**src/rtl/addsub_chunk_sequencer.sv**
```systemverilog
// rtl/addsub_chunk_sequencer.sv - add/subtract sequencer around a 7-bit combinational adder chunk
//
// Purpose:
//   Accepts ALU add/subtract style operations over a valid/ready handshake,
//   feeds an external combinational CHUNK_W-bit adder one chunk per cycle,
//   captures its sum, derives C/V/Z/N flags and returns the result over a
//   second valid/ready handshake. Wide mode runs two chained chunk passes
//   (low then high) with the chunk carry fed into the second pass.
//
// Ports:
//   clk, rst_n            clock (rising edge), asynchronous active-low reset
//   in_valid/in_ready     operation request handshake
//   in_op                 000 ADD, 001 ADC, 010 SUB, 011 SBC,
//                         100 INC, 101 DEC, 110 CMP, 111 PASS
//   in_wide               1 = 2*CHUNK_W-bit operation, 0 = CHUNK_W-bit
//   in_a, in_b            operands (narrow uses the low chunk only)
//   in_cflag              carry flag consumed by ADC/SBC
//   add_a, add_b, add_cin chunk operands to the adder (add_b already inverted
//                         for subtracting ops)
//   add_r                 adder sum, combinational from add_a/add_b/add_cin
//   out_valid/out_ready   result handshake
//   out_result            result
//   out_c/out_v/out_z/out_n carry, signed overflow, zero, negative
//   busy                  high whenever the sequencer is not idle
//
// Optional feature macro: ADDSUB_SAT_EN
//   When defined, ADD/ADC/SUB/SBC results that overflow clamp to the signed
//   limit of the active width; flags still describe the unclamped sum.

module addsub_chunk_sequencer #(
  parameter int CHUNK_W         = 7,
  parameter bit SIGN_EXT_NARROW = 1'b0
) (
  input  logic                   clk,
  input  logic                   rst_n,
  input  logic                   in_valid,
  output logic                   in_ready,
  input  logic [2:0]             in_op,
  input  logic                   in_wide,
  input  logic [2*CHUNK_W-1:0]   in_a,
  input  logic [2*CHUNK_W-1:0]   in_b,
  input  logic                   in_cflag,
  output logic [CHUNK_W-1:0]     add_a,
  output logic [CHUNK_W-1:0]     add_b,
  output logic                   add_cin,
  input  logic [CHUNK_W-1:0]     add_r,
  output logic                   out_valid,
  input  logic                   out_ready,
  output logic [2*CHUNK_W-1:0]   out_result,
  output logic                   out_c,
  output logic                   out_v,
  output logic                   out_z,
  output logic                   out_n,
  output logic                   busy
);

  localparam int WIDE_W = 2 * CHUNK_W;
  localparam int MSB    = CHUNK_W - 1;

  localparam logic [2:0] OP_ADD  = 3'b000;
  localparam logic [2:0] OP_ADC  = 3'b001;
  localparam logic [2:0] OP_SUB  = 3'b010;
  localparam logic [2:0] OP_SBC  = 3'b011;
  localparam logic [2:0] OP_INC  = 3'b100;
  localparam logic [2:0] OP_DEC  = 3'b101;
  localparam logic [2:0] OP_CMP  = 3'b110;
  localparam logic [2:0] OP_PASS = 3'b111;

  typedef enum logic [1:0] {
    IDLE = 2'd0,
    LO   = 2'd1,
    HI   = 2'd2,
    DONE = 2'd3
  } state_t;

  state_t              state;

  // Operation context latched at the accept edge.
  logic [2:0]          op_q;
  logic                wide_q;
  logic [WIDE_W-1:0]   a_q;
  logic [WIDE_W-1:0]   b_q;      // post-mapping B (inverted / forced)
  logic [CHUNK_W-1:0]  lo_q;     // low chunk sum from the LO pass

  logic                accept;

  // Operand mapping of the incoming request.
  logic [WIDE_W-1:0]   map_b;
  logic                map_cin;

  // Chunk carry analysis of the current adder pass.
  logic                carry_in_msb;
  logic                chunk_carry;

  // Final result / flags, valid in the last pass (LO narrow or HI wide).
  logic [CHUNK_W-1:0]  narrow_val;
  logic [WIDE_W-1:0]   wide_val;
  logic [WIDE_W-1:0]   fin_result;
  logic                fin_c;
  logic                fin_v;
  logic                fin_z;
  logic                fin_n;

  assign in_ready = (state == IDLE) || ((state == DONE) && out_ready);
  assign accept   = in_valid && in_ready;
  assign busy     = (state != IDLE);

  always_comb begin
    map_b   = in_b;
    map_cin = 1'b0;
    case (in_op)
      OP_ADD: begin
        map_b   = in_b;
        map_cin = 1'b0;
      end
      OP_ADC: begin
        map_b   = in_b;
        map_cin = in_cflag;
      end
      OP_SUB, OP_CMP: begin
        map_b   = ~in_b;
        map_cin = 1'b1;
      end
      OP_SBC: begin
        map_b   = ~in_b;
        map_cin = in_cflag;
      end
      OP_INC: begin
        map_b   = '0;
        map_cin = 1'b1;
      end
      OP_DEC: begin
        map_b   = '1;
        map_cin = 1'b0;
      end
      default: begin  // OP_PASS
        map_b   = '0;
        map_cin = 1'b0;
      end
    endcase
  end

  // The adder exposes no carry-out. The carry into the chunk MSB is
  // recovered from the sum bit, and the carry out follows from the MSB
  // generate/propagate terms.
  assign carry_in_msb = add_r[MSB] ^ add_a[MSB] ^ add_b[MSB];
  assign chunk_carry  = (add_a[MSB] & add_b[MSB]) |
                        ((add_a[MSB] ^ add_b[MSB]) & carry_in_msb);

  always_comb begin
    fin_c = chunk_carry;
    fin_v = carry_in_msb ^ chunk_carry;
    fin_n = add_r[MSB];
    fin_z = (add_r == '0) && (!wide_q || (lo_q == '0));

    // CMP only produces flags; its result is operand A untouched.
    if (op_q == OP_CMP) begin
      narrow_val = a_q[CHUNK_W-1:0];
      wide_val   = a_q;
    end else begin
      narrow_val = add_r;
      wide_val   = {add_r, lo_q};
    end

`ifdef ADDSUB_SAT_EN
    // Only the two-operand arithmetic ops clamp. A set sign bit on an
    // overflowing sum means the true result was positive.
    if ((op_q[2] == 1'b0) && fin_v) begin
      if (fin_n) begin
        narrow_val = {1'b0, {(CHUNK_W-1){1'b1}}};
        wide_val   = {1'b0, {(WIDE_W-1){1'b1}}};
      end else begin
        narrow_val = {1'b1, {(CHUNK_W-1){1'b0}}};
        wide_val   = {1'b1, {(WIDE_W-1){1'b0}}};
      end
    end
`endif

    if (wide_q) begin
      fin_result = wide_val;
    end else begin
      fin_result = {{CHUNK_W{SIGN_EXT_NARROW & narrow_val[MSB]}}, narrow_val};
    end
  end

  always_ff @(posedge clk or negedge rst_n) begin
    if (!rst_n) begin
      state      <= IDLE;
      op_q       <= OP_ADD;
      wide_q     <= 1'b0;
      a_q        <= '0;
      b_q        <= '0;
      lo_q       <= '0;
      add_a      <= '0;
      add_b      <= '0;
      add_cin    <= 1'b0;
      out_valid  <= 1'b0;
      out_result <= '0;
      out_c      <= 1'b0;
      out_v      <= 1'b0;
      out_z      <= 1'b0;
      out_n      <= 1'b0;
    end else if (accept) begin
      // Accept happens from IDLE or from DONE while the result is taken.
      state     <= LO;
      op_q      <= in_op;
      wide_q    <= in_wide;
      a_q       <= in_a;
      b_q       <= map_b;
      add_a     <= in_a[CHUNK_W-1:0];
      add_b     <= map_b[CHUNK_W-1:0];
      add_cin   <= map_cin;
      out_valid <= 1'b0;
    end else begin
      case (state)
        IDLE: begin
          state <= IDLE;
        end
        LO: begin
          if (wide_q) begin
            state   <= HI;
            lo_q    <= add_r;
            add_a   <= a_q[WIDE_W-1:CHUNK_W];
            add_b   <= b_q[WIDE_W-1:CHUNK_W];
            add_cin <= chunk_carry;
          end else begin
            state      <= DONE;
            add_a      <= '0;
            add_b      <= '0;
            add_cin    <= 1'b0;
            out_valid  <= 1'b1;
            out_result <= fin_result;
            out_c      <= fin_c;
            out_v      <= fin_v;
            out_z      <= fin_z;
            out_n      <= fin_n;
          end
        end
        HI: begin
          state      <= DONE;
          add_a      <= '0;
          add_b      <= '0;
          add_cin    <= 1'b0;
          out_valid  <= 1'b1;
          out_result <= fin_result;
          out_c      <= fin_c;
          out_v      <= fin_v;
          out_z      <= fin_z;
          out_n      <= fin_n;
        end
        DONE: begin
          // Result and flags hold until the consumer takes them.
          if (out_ready) begin
            state     <= IDLE;
            out_valid <= 1'b0;
          end
        end
        default: begin
          state <= IDLE;
        end
      endcase
    end
  end

endmodule

```
**config.mk**
```make
export PLATFORM = sky130hd
export DESIGN_NAME = addsub_chunk_sequencer
export DESIGN_NICKNAME = d
export VERILOG_FILES = /design/src/rtl/addsub_chunk_sequencer.sv
export SDC_FILE = /design/constraint.sdc
export NUM_CORES = 1
export LEC_CHECK = 0
export ABC_CLOCK_PERIOD_IN_PS = 2300
export CAP_MARGIN = 20
export CORE_MARGIN = 5
export CORE_UTILIZATION = 45
export DETAILED_ROUTE_END_ITERATION = 10
export GPL_TIMING_DRIVEN = 0
export PLACE_DENSITY = 0.74
export SLEW_MARGIN = 30
export SYNTH_ARGS = -nofsm -noshare
export SYNTH_HDL_FRONTEND = slang
export SYNTH_SLANG_ARGS = --single-unit
```
**constraint.sdc**
```tcl
create_clock -name clk -period 2.3 [get_ports clk]
set_input_delay 0.46 -clock clk [delete_from_list [all_inputs] [get_ports clk]]
set_output_delay 0.46 -clock clk [all_outputs]
set_load 0.01 [all_outputs]
```
Word-level counts from Yosys, hierarchy flattened
Index checks and enable logic that the tools add are counted.
- reductions and logical operators: 21
- eq/ne operators: 13
- multiplexer cells: 32
- bitwise operators: 9
- operators by type and width (kind ; number):
    $mux 14 ; 3
    $pmux 14 s3 ; 1
    $mux 7 ; 5
    $pmux 14 s2 ; 1
    $pmux 7 s2 ; 2
    $logic_not 7->1 ; 2
    $not 14->14 ; 1
    $eq 3x3->1 const B ; 4
    $pmux 1 s2 ; 6
    $mux 1 ; 10
    $reduce_and 3->1 ; 3
    $pmux 2 s4 ; 1
    $eq 3x2->1 const B ; 2
    $ne 3x3->1 const B ; 2
    $reduce_or 3->1 ; 2
    $eq 2x2->1 const B ; 2
    $mux 2 ; 2
    $reduce_bool 2->1 ; 2
    $reduce_bool 4->1 ; 1
    $reduce_or 2->1 ; 2
    $xor 1x1->1 ; 4
    $eq 3x1->1 const B ; 1
    $logic_and 1x1->1 ; 3
    $logic_not 3->1 ; 1
    10 further kinds ; 12
- output and inout port bits: 36
- register bits: 75
- bits of input ports: 44
- logic and storage cells: 90

Longest topological paths before layout
- word-level depth: 7
- mapped depth: 8
- depth with buffers taken out: 7

Least setup slack after synthesis
OpenSTA, ideal clock, no wires.
- path kind: reg-to-reg
- from: register state[0]
- to: register add_b[0]
- cell stages (with the launch flop): 9
- path buffers: 1
- clock period less this slack: 1.641 ns
- slack: 0.659 ns
- arrival time: 1.514 ns
- cell sequence: dfrtp_1 -> inv_1 -> ha_1 -> a21oi_4 -> inv_2 -> a21oi_4 -> nand2b_1 -> buf_2 -> a2bb2oi_1
- longest elaborated chain between the ends: 5
- ends and longest elaborated chain (item ; RTL line ; text):
    start: declaration ; 76 ; state_t state;
    start signal: assignment ; 188 ; state <= IDLE;
    start signal: assignment ; 205 ; state <= LO;
    start signal: assignment ; 217 ; state <= IDLE;
    $eq 2x2->1 ; 104 ; assign in_ready = (state == IDLE) || ((state == DONE) && out_ready);
    $logic_and 1x1->1 ; 104 ;
    $logic_or 1x1->1 * ; 104 ;
    named net in_ready ; 37 ; output logic in_ready,
    $logic_and 1x1->1 * ; 105 ; assign accept = in_valid && in_ready;
    $reduce_bool 3->1 (no line) / $mux 7 (equally long branches) ; - ;
    end signal: assignment ; 211 ; add_b <= map_b[CHUNK_W-1:0];
    end signal: assignment ; 224 ; add_b <= b_q[WIDE_W-1:CHUNK_W];
    end: declaration ; 44 ; output logic [CHUNK_W-1:0] add_b,
Mark *: on every way through the listed nets, which the timed path passes. The rest lies on a longest branch.
A chain may end at the register's enable or synchronous reset.

Final worst setup path
- from: register state[0]
- to: output port busy
- longest elaborated chain between the ends: 1
- ends and longest elaborated chain (item ; RTL line ; text):
    $reduce_bool 2->1 ; 106 ; assign busy = (state != IDLE);
    end: declaration ; 54 ; output logic busy
No other way between the ends.

==> results.cfg <==
[run_status]
status = complete, no violations

[sta]
slew_headroom = 0.6598
worst_pin_slew_ns = 0.5103
fmaxAchievable_ghz = 0.4706
holdWs_ns = 0.4745
grt_setup_unrepaired = false
drv_slew = 0
finalHoldViolations = 0
fin_skew_ns = 0.009205
post-route-period-util = 0.9240
layout_min_cycle_time_ns = 2.125
setup_viol_count_final = 0

[synthesis]
ys_ff_latch = 68
ys_warn_count = 0
synth_area_leader_cell = dfrtp_1
netlist_area_sq_mm = 0.003319
synthDistinctLibCells = 42
async_flop_share = 1.000
synth_nets = 395
synth-main-ff-cell = dfrtp_1
yosysSeqAreaShare = 0.5126
synth_edf_count = 0
synth_common_cells = nand2_1 (109), dfrtp_1 (68), buf_2 (15), o21ai_0 (15), mux2i_1 (14)
yosysTopAreaCellShare = 0.5126
post-synth-top-count-cell = nand2_1
synthCells = 347
avgSynthCellArea_sq_um = 9.566
yosys-top-cells-area = dfrtp_1 (51%), nand2_1 (12%), mux2i_1 (4.2%), mux2_2 (2.4%), buf_2 (2.3%)

[clocking]
cts_buffers = 9
clk_path_buf_depth = 2
cts_root_buf = clkbuf_8
clock_sinks = 68
clk_pin_slew_ns = 0.07
cts_tree = yes
htreeDepth = 3
clock_latency_ns = 0.34

[run]
maxCapViolCount = 0

[floorplanning]
die-area_sq_mm = 0.009194
core_sq_mm = 0.007214
io_pins = 80
num_rows = 31
die_x_microns = 95.89
die_h_microns = 95.89
initial_utilization = 0.4601

[critical_path]
path_cells = inv_1 -> ha_1 -> inv_1 -> clkdlybuf4s50_1
startpoint_type = register
path_buf_inv = 3
arrival_ns = 1.67
cp-end-kind = output pin
path_common_cell = inv_1
required_ns = 1.84
cpMaxStageDelayCell = clkdlybuf4s50_1
cp-startpoint = state[0]$_DFFE_PN0P_
path_class = register to output pin
path_max_fanout = 4
crit_family = buffers and inverters
timing.rr.start = state[1]$_DFFE_PN0P_
cp_slowest_stage_delay_ns = 0.53

[place]
dp_hpwl_mm = 6.594
gp_congestion = 0.8251
dpl_cell_area_sq_mm = 0.004249
portBuffers = 78

[power]
leakage_nw = 2.039
power_mw = 5.934
powerDensity_mw_per_mm2 = 1334
vdd_drop_max_uv = 498.8

[final_layout]
nets = 487
finish.instance_area_sq_mm = 0.004448
synthToLayoutAreaGrowth_pct = 34.00
antennaDiodeCount = 0
drive_above_1_share = 0.1284

[worst_hold_path]
min_from = a_q[5]$_DFFE_PN0P_
hp-class = register to register

[routing]
dr.pass1.iters = 4
drt_iter0_drc = 144
ant_nets = 0
num_vias = 2824
drc = 0
post_drt_wl_per_cell_microns = 15.99
finalWirelength_mm = 8.680
via_per_inst = 5.201

[global_route]
grt_pass1_wl_mm = 14.52
overflow = 0
antenna_found_initial = 0
grt_util_all_layers = 0.2080
grt_pass1_vias = 2914
grt_max_degree = 50
==> sequential cells by signal (all words and copies together) (netlist names) <==
register,flops
wide_q,1
lo_q,7
add_b,7
out_v,1
a_q,14
op_q,3
out_n,1
out_valid,1
state,2
add_cin,1
out_c,1
out_z,1
out_result,14
add_a,7
b_q,7
==> worst paths after layout <==
path	to	slack (ns)	cells past startpoint
max	busy	0.17	4
min	a_q[5]$_DFFE_PN0P_	0.47	2
max reg2reg	state[0]$_DFFE_PN0P_	0.39	7
min reg2reg	a_q[5]$_DFFE_PN0P_	0.47	2
max in group asynchronous	add_b[0]$_DFFE_PN0P_	1.22	3
min in group asynchronous	out_result[12]$_DFFE_PN0P_	0.55	2
==> layout by cell type (no fill, tap or decap), drive strengths merged, types with 2 or more instances in the layout <==
| cell | netlist | routed |
|---|---|---|
| nand2 | 110 | 110 |
| clkdlybuf4s50 | 0 | 76 |
| dfrtp | 68 | 68 |
| o21ai | 29 | 29 |
| buf | 18 | 21 |
| clkbuf | 3 | 15 |
| mux2i | 14 | 14 |
| a21oi | 14 | 14 |
| nor2 | 12 | 12 |
| mux2 | 9 | 9 |
| nor2b | 8 | 8 |
| a31oi | 8 | 8 |
| o211ai | 8 | 8 |
| o31ai | 7 | 7 |
| a22o | 7 | 7 |
| inv | 7 | 7 |
| a2bb2oi | 7 | 7 |
| clkinv | 1 | 5 |
| ha | 4 | 4 |
| nand2b | 2 | 2 |
==> kinds of logic after synthesis <==
| group | synth area share |
|---|---|
| DFF | 0.5126 |
| xor gates and xnor gates | 0.002639 |
| adders and majority gates | 0.01508 |
| and+or+nand+nor | 0.1711 |
| AOI/OAI and AO/OA | 0.1839 |
| muxes | 0.07275 |
| buffers and inverters | 0.04184 |
==> what timing repair did <==
action | 4_1_cts | 5_1_grt
buffers inserted | 1 | 0
setup endpoints to repair | 1 | 1
hold endpoints to repair | 17 | 0
gates resized for setup | 0 | 1
hold buffers | 1 | 0
==> through the flow <==
| stage | setup WS [ns] | util | setup TNS, ns | std cells |
|---|---|---|---|---|
| 6_report | 0.1749 | 0.6165 | 0 | 543 |
| 2_1_floorplan | 0.6593 | - | 0 | 347 |
| 4_1_cts | 0.04135 | 0.6162 | 0 | 543 |
| 3_5_place_dp | 0.0004905 | 0.5890 | 0 | 525 |
| 3_3_place_gp | -1.438 | 0.5855 | -97.55 | 524 |
| 5_1_grt | 0.08323 | 0.6165 | 0 | 543 |
==> layer usage <==
layer,global-route usage,part of all wire,vias up
li1,-,-,1365
met1,0.2714,0.44,1368
met2,0.3353,0.48,87
met3,0.06646,0.071,4
met4,0.05332,0.0052,0
met5,0,0,-
==> where the power goes <==
group | internal (mW) | switching (mW) | total, mW
clock network | 0.447 | 0.451 | 0.898
registers | 1.75 | 0.370 | 2.12
logic | 1.39 | 1.52 | 2.92
total | 3.59 | 2.34 | 5.93
==> tightest hold or removal path, delay by kind of cell (launching register included) <==
family           cells  cell delay, ns
flip-flops           1            0.34
AND/OR/NAND/NOR      2            0.10
==> layout make-up <==
class	count	area (sq um)
multi-input combinational	250	1479
inverter	8	30.03
tap	99	123.9
fill	631	2766
buffer	21	108.9
timing repair buffer	81	825.8
clock inverter	4	23.77
sequential	68	1702
clock buffer	12	155.1
Power figures use the tool's default switching activity.
==> RTL edit (same settings) <==
Reset style: synchronous (`rst_n`), changed in one clocked block. Comments in the files are not updated.
--- a/src/rtl/addsub_chunk_sequencer.sv
+++ b/src/rtl/addsub_chunk_sequencer.sv
@@ -184,5 +184,5 @@
   end
 
-  always_ff @(posedge clk or negedge rst_n) begin
+  always_ff @(posedge clk) begin
     if (!rst_n) begin
       state      <= IDLE;
Check against the original RTL: differs if rst_n is asserted again (counterexample within 4 cycles, from zero or initial values and one cycle with rst_n low); with rst_n held inactive, the same outputs for 4 cycles.
==> RTL edit against the original RTL <==
- synthesized cell count grew 11%
- sequential cell count is the same
- routed wire length grew 13%
- via count rose by 13%
- critical path depth increased by 1
- synthesized area is 1.8% lower
- cell area down 0.90%
- setup slack worse by 0.0011 ns
- critical endpoint is now in_ready
- largest cell class is now multi-input combinational cells
Power is not compared: it rests on default switching activity, and its combinational part moved more than twofold at a synthesized area within 25%.
==> RTL edit: results (changes against the original RTL) <==
number of global-route vias before repair 3,089 (+6.0%); met3 Use GR 4.74% (-1.9 points); Post-Layout Cell Count 577 (+6.3%); Net Count, Synth 434 (+9.9%); Min-Delay Path Class in2reg; Post-CTS Resized 2 (+2); library cells used by synthesis 47 (+12%); met2 Resource Use GR 37.0% (+3.5 points); status completed; compound-gate portion of the synthesized area 24.1% (+5.7 points); hold path start rst_n; first-pass GRT wire length 15,500 um (+6.4%); main area contributors after synthesis dfxtp_1 42%, nand2_1 7.3%, a21oi_1 6.5%, mux2i_1 4.6%, nand3b_1 3.9%; met1 usage 28.9% (+1.8 points); placed cells 561 (+6.9%); CP startpoint state[0]; Total GRT Usage 22.5% (+1.7 points); area post-placement 0.00415 mm^2 (-2.3%); Adder-Cell Fraction of Synth Area 1.92% (+0.41 points); DP HPWL 7290 um (+11%); Max Clock Skew 0.0122 ns (+0.00304 ns); # hold bufs at CTS 0 (-1); Slowest-stage cell, CP dfxtp_1; Worst Path Max Fanout 5 (+1); routed via count 3,191 (+13%); leading cell types by count after synthesis 68 x dfxtp_1, 63 x nand2_1, 42 x a21oi_1; 1st-iter DRT viols 163 (+13%); async set-reset flop share out of synthesis 0% (-100 points); GPL Wtd Cong 0.856 (+3.7%); share of cells above drive strength 1 9.62% (-3.2 points); post-synthesis mux area share 4.61% (-2.7 points)
[RTL edit: final cells by class]
cell class,instances,area (um^2)
buffer,29,148
clock buffer,10,138
clock inverter,6,111
fill,640,2730
inverter,7,26.3
multi-input combinational,281,1730
sequential,68,1360
tap,99,124
timing repair buffer,77,769
[RTL edit: cell families (layout without fill, tap and decap cells)]
logic type | after synthesis | in the layout
AND/OR/NAND/NOR | 147 | 147
buffers and inverters | 36 | 129
multiplexers | 15 | 15
adder cells (fa/ha/maj) | 5 | 5
flip-flops | 68 | 68
AO/OA/AOI/OAI | 114 | 114
[RTL edit: worst register-to-register path, cell delays in order (launching register included)]
cell     delay [ns]
dfxtp_1        0.34
inv_1          0.11
ha_1           0.18
buf_2          0.23
nand2_1        0.26
a21oi_1        0.54
nand2_1        0.11
a21oi_1        0.16
[RTL edit: through the flow]
stage	hold WS (ns)	util [%]
2_1_floorplan	0.431	-
3_5_place_dp	0.447	58.2
6_report	0.439	61.8
4_1_cts	0.436	61.8
5_1_grt	0.445	61.8
3_3_place_gp	0.441	58.2
[RTL edit: final timing paths]
path	to	slack [ns]	cells after the start
min	b_q[9]	0.44	2
max reg2reg	lo_q[4]	0.31	7
max	in_ready	0.17	5
min reg2reg	out_result[0]	0.45	2
[RTL edit: power by group through the flow]
| stage | Combinational (W) | Clock, W | Sequential (W) |
|---|---|---|---|
| global placement | 0.000622 | 0 | 0.00134 |
| CTS | 0.000635 | 0.00123 | 0.00131 |
| finish | 0.000639 | 0.00122 | 0.00131 |
| detailed placement | 0.000630 | 0 | 0.00134 |
| floorplan | 0.000332 | 0 | 0.00135 |
| global route | 0.000692 | 0.00130 | 0.00132 |
[RTL edit: routing by layer]
metal  wire (um)  part of all wire, %
met1        4350                   44
met2        4630                   47
met3         586                  6.0
met4         240                  2.4
met5           0                    0
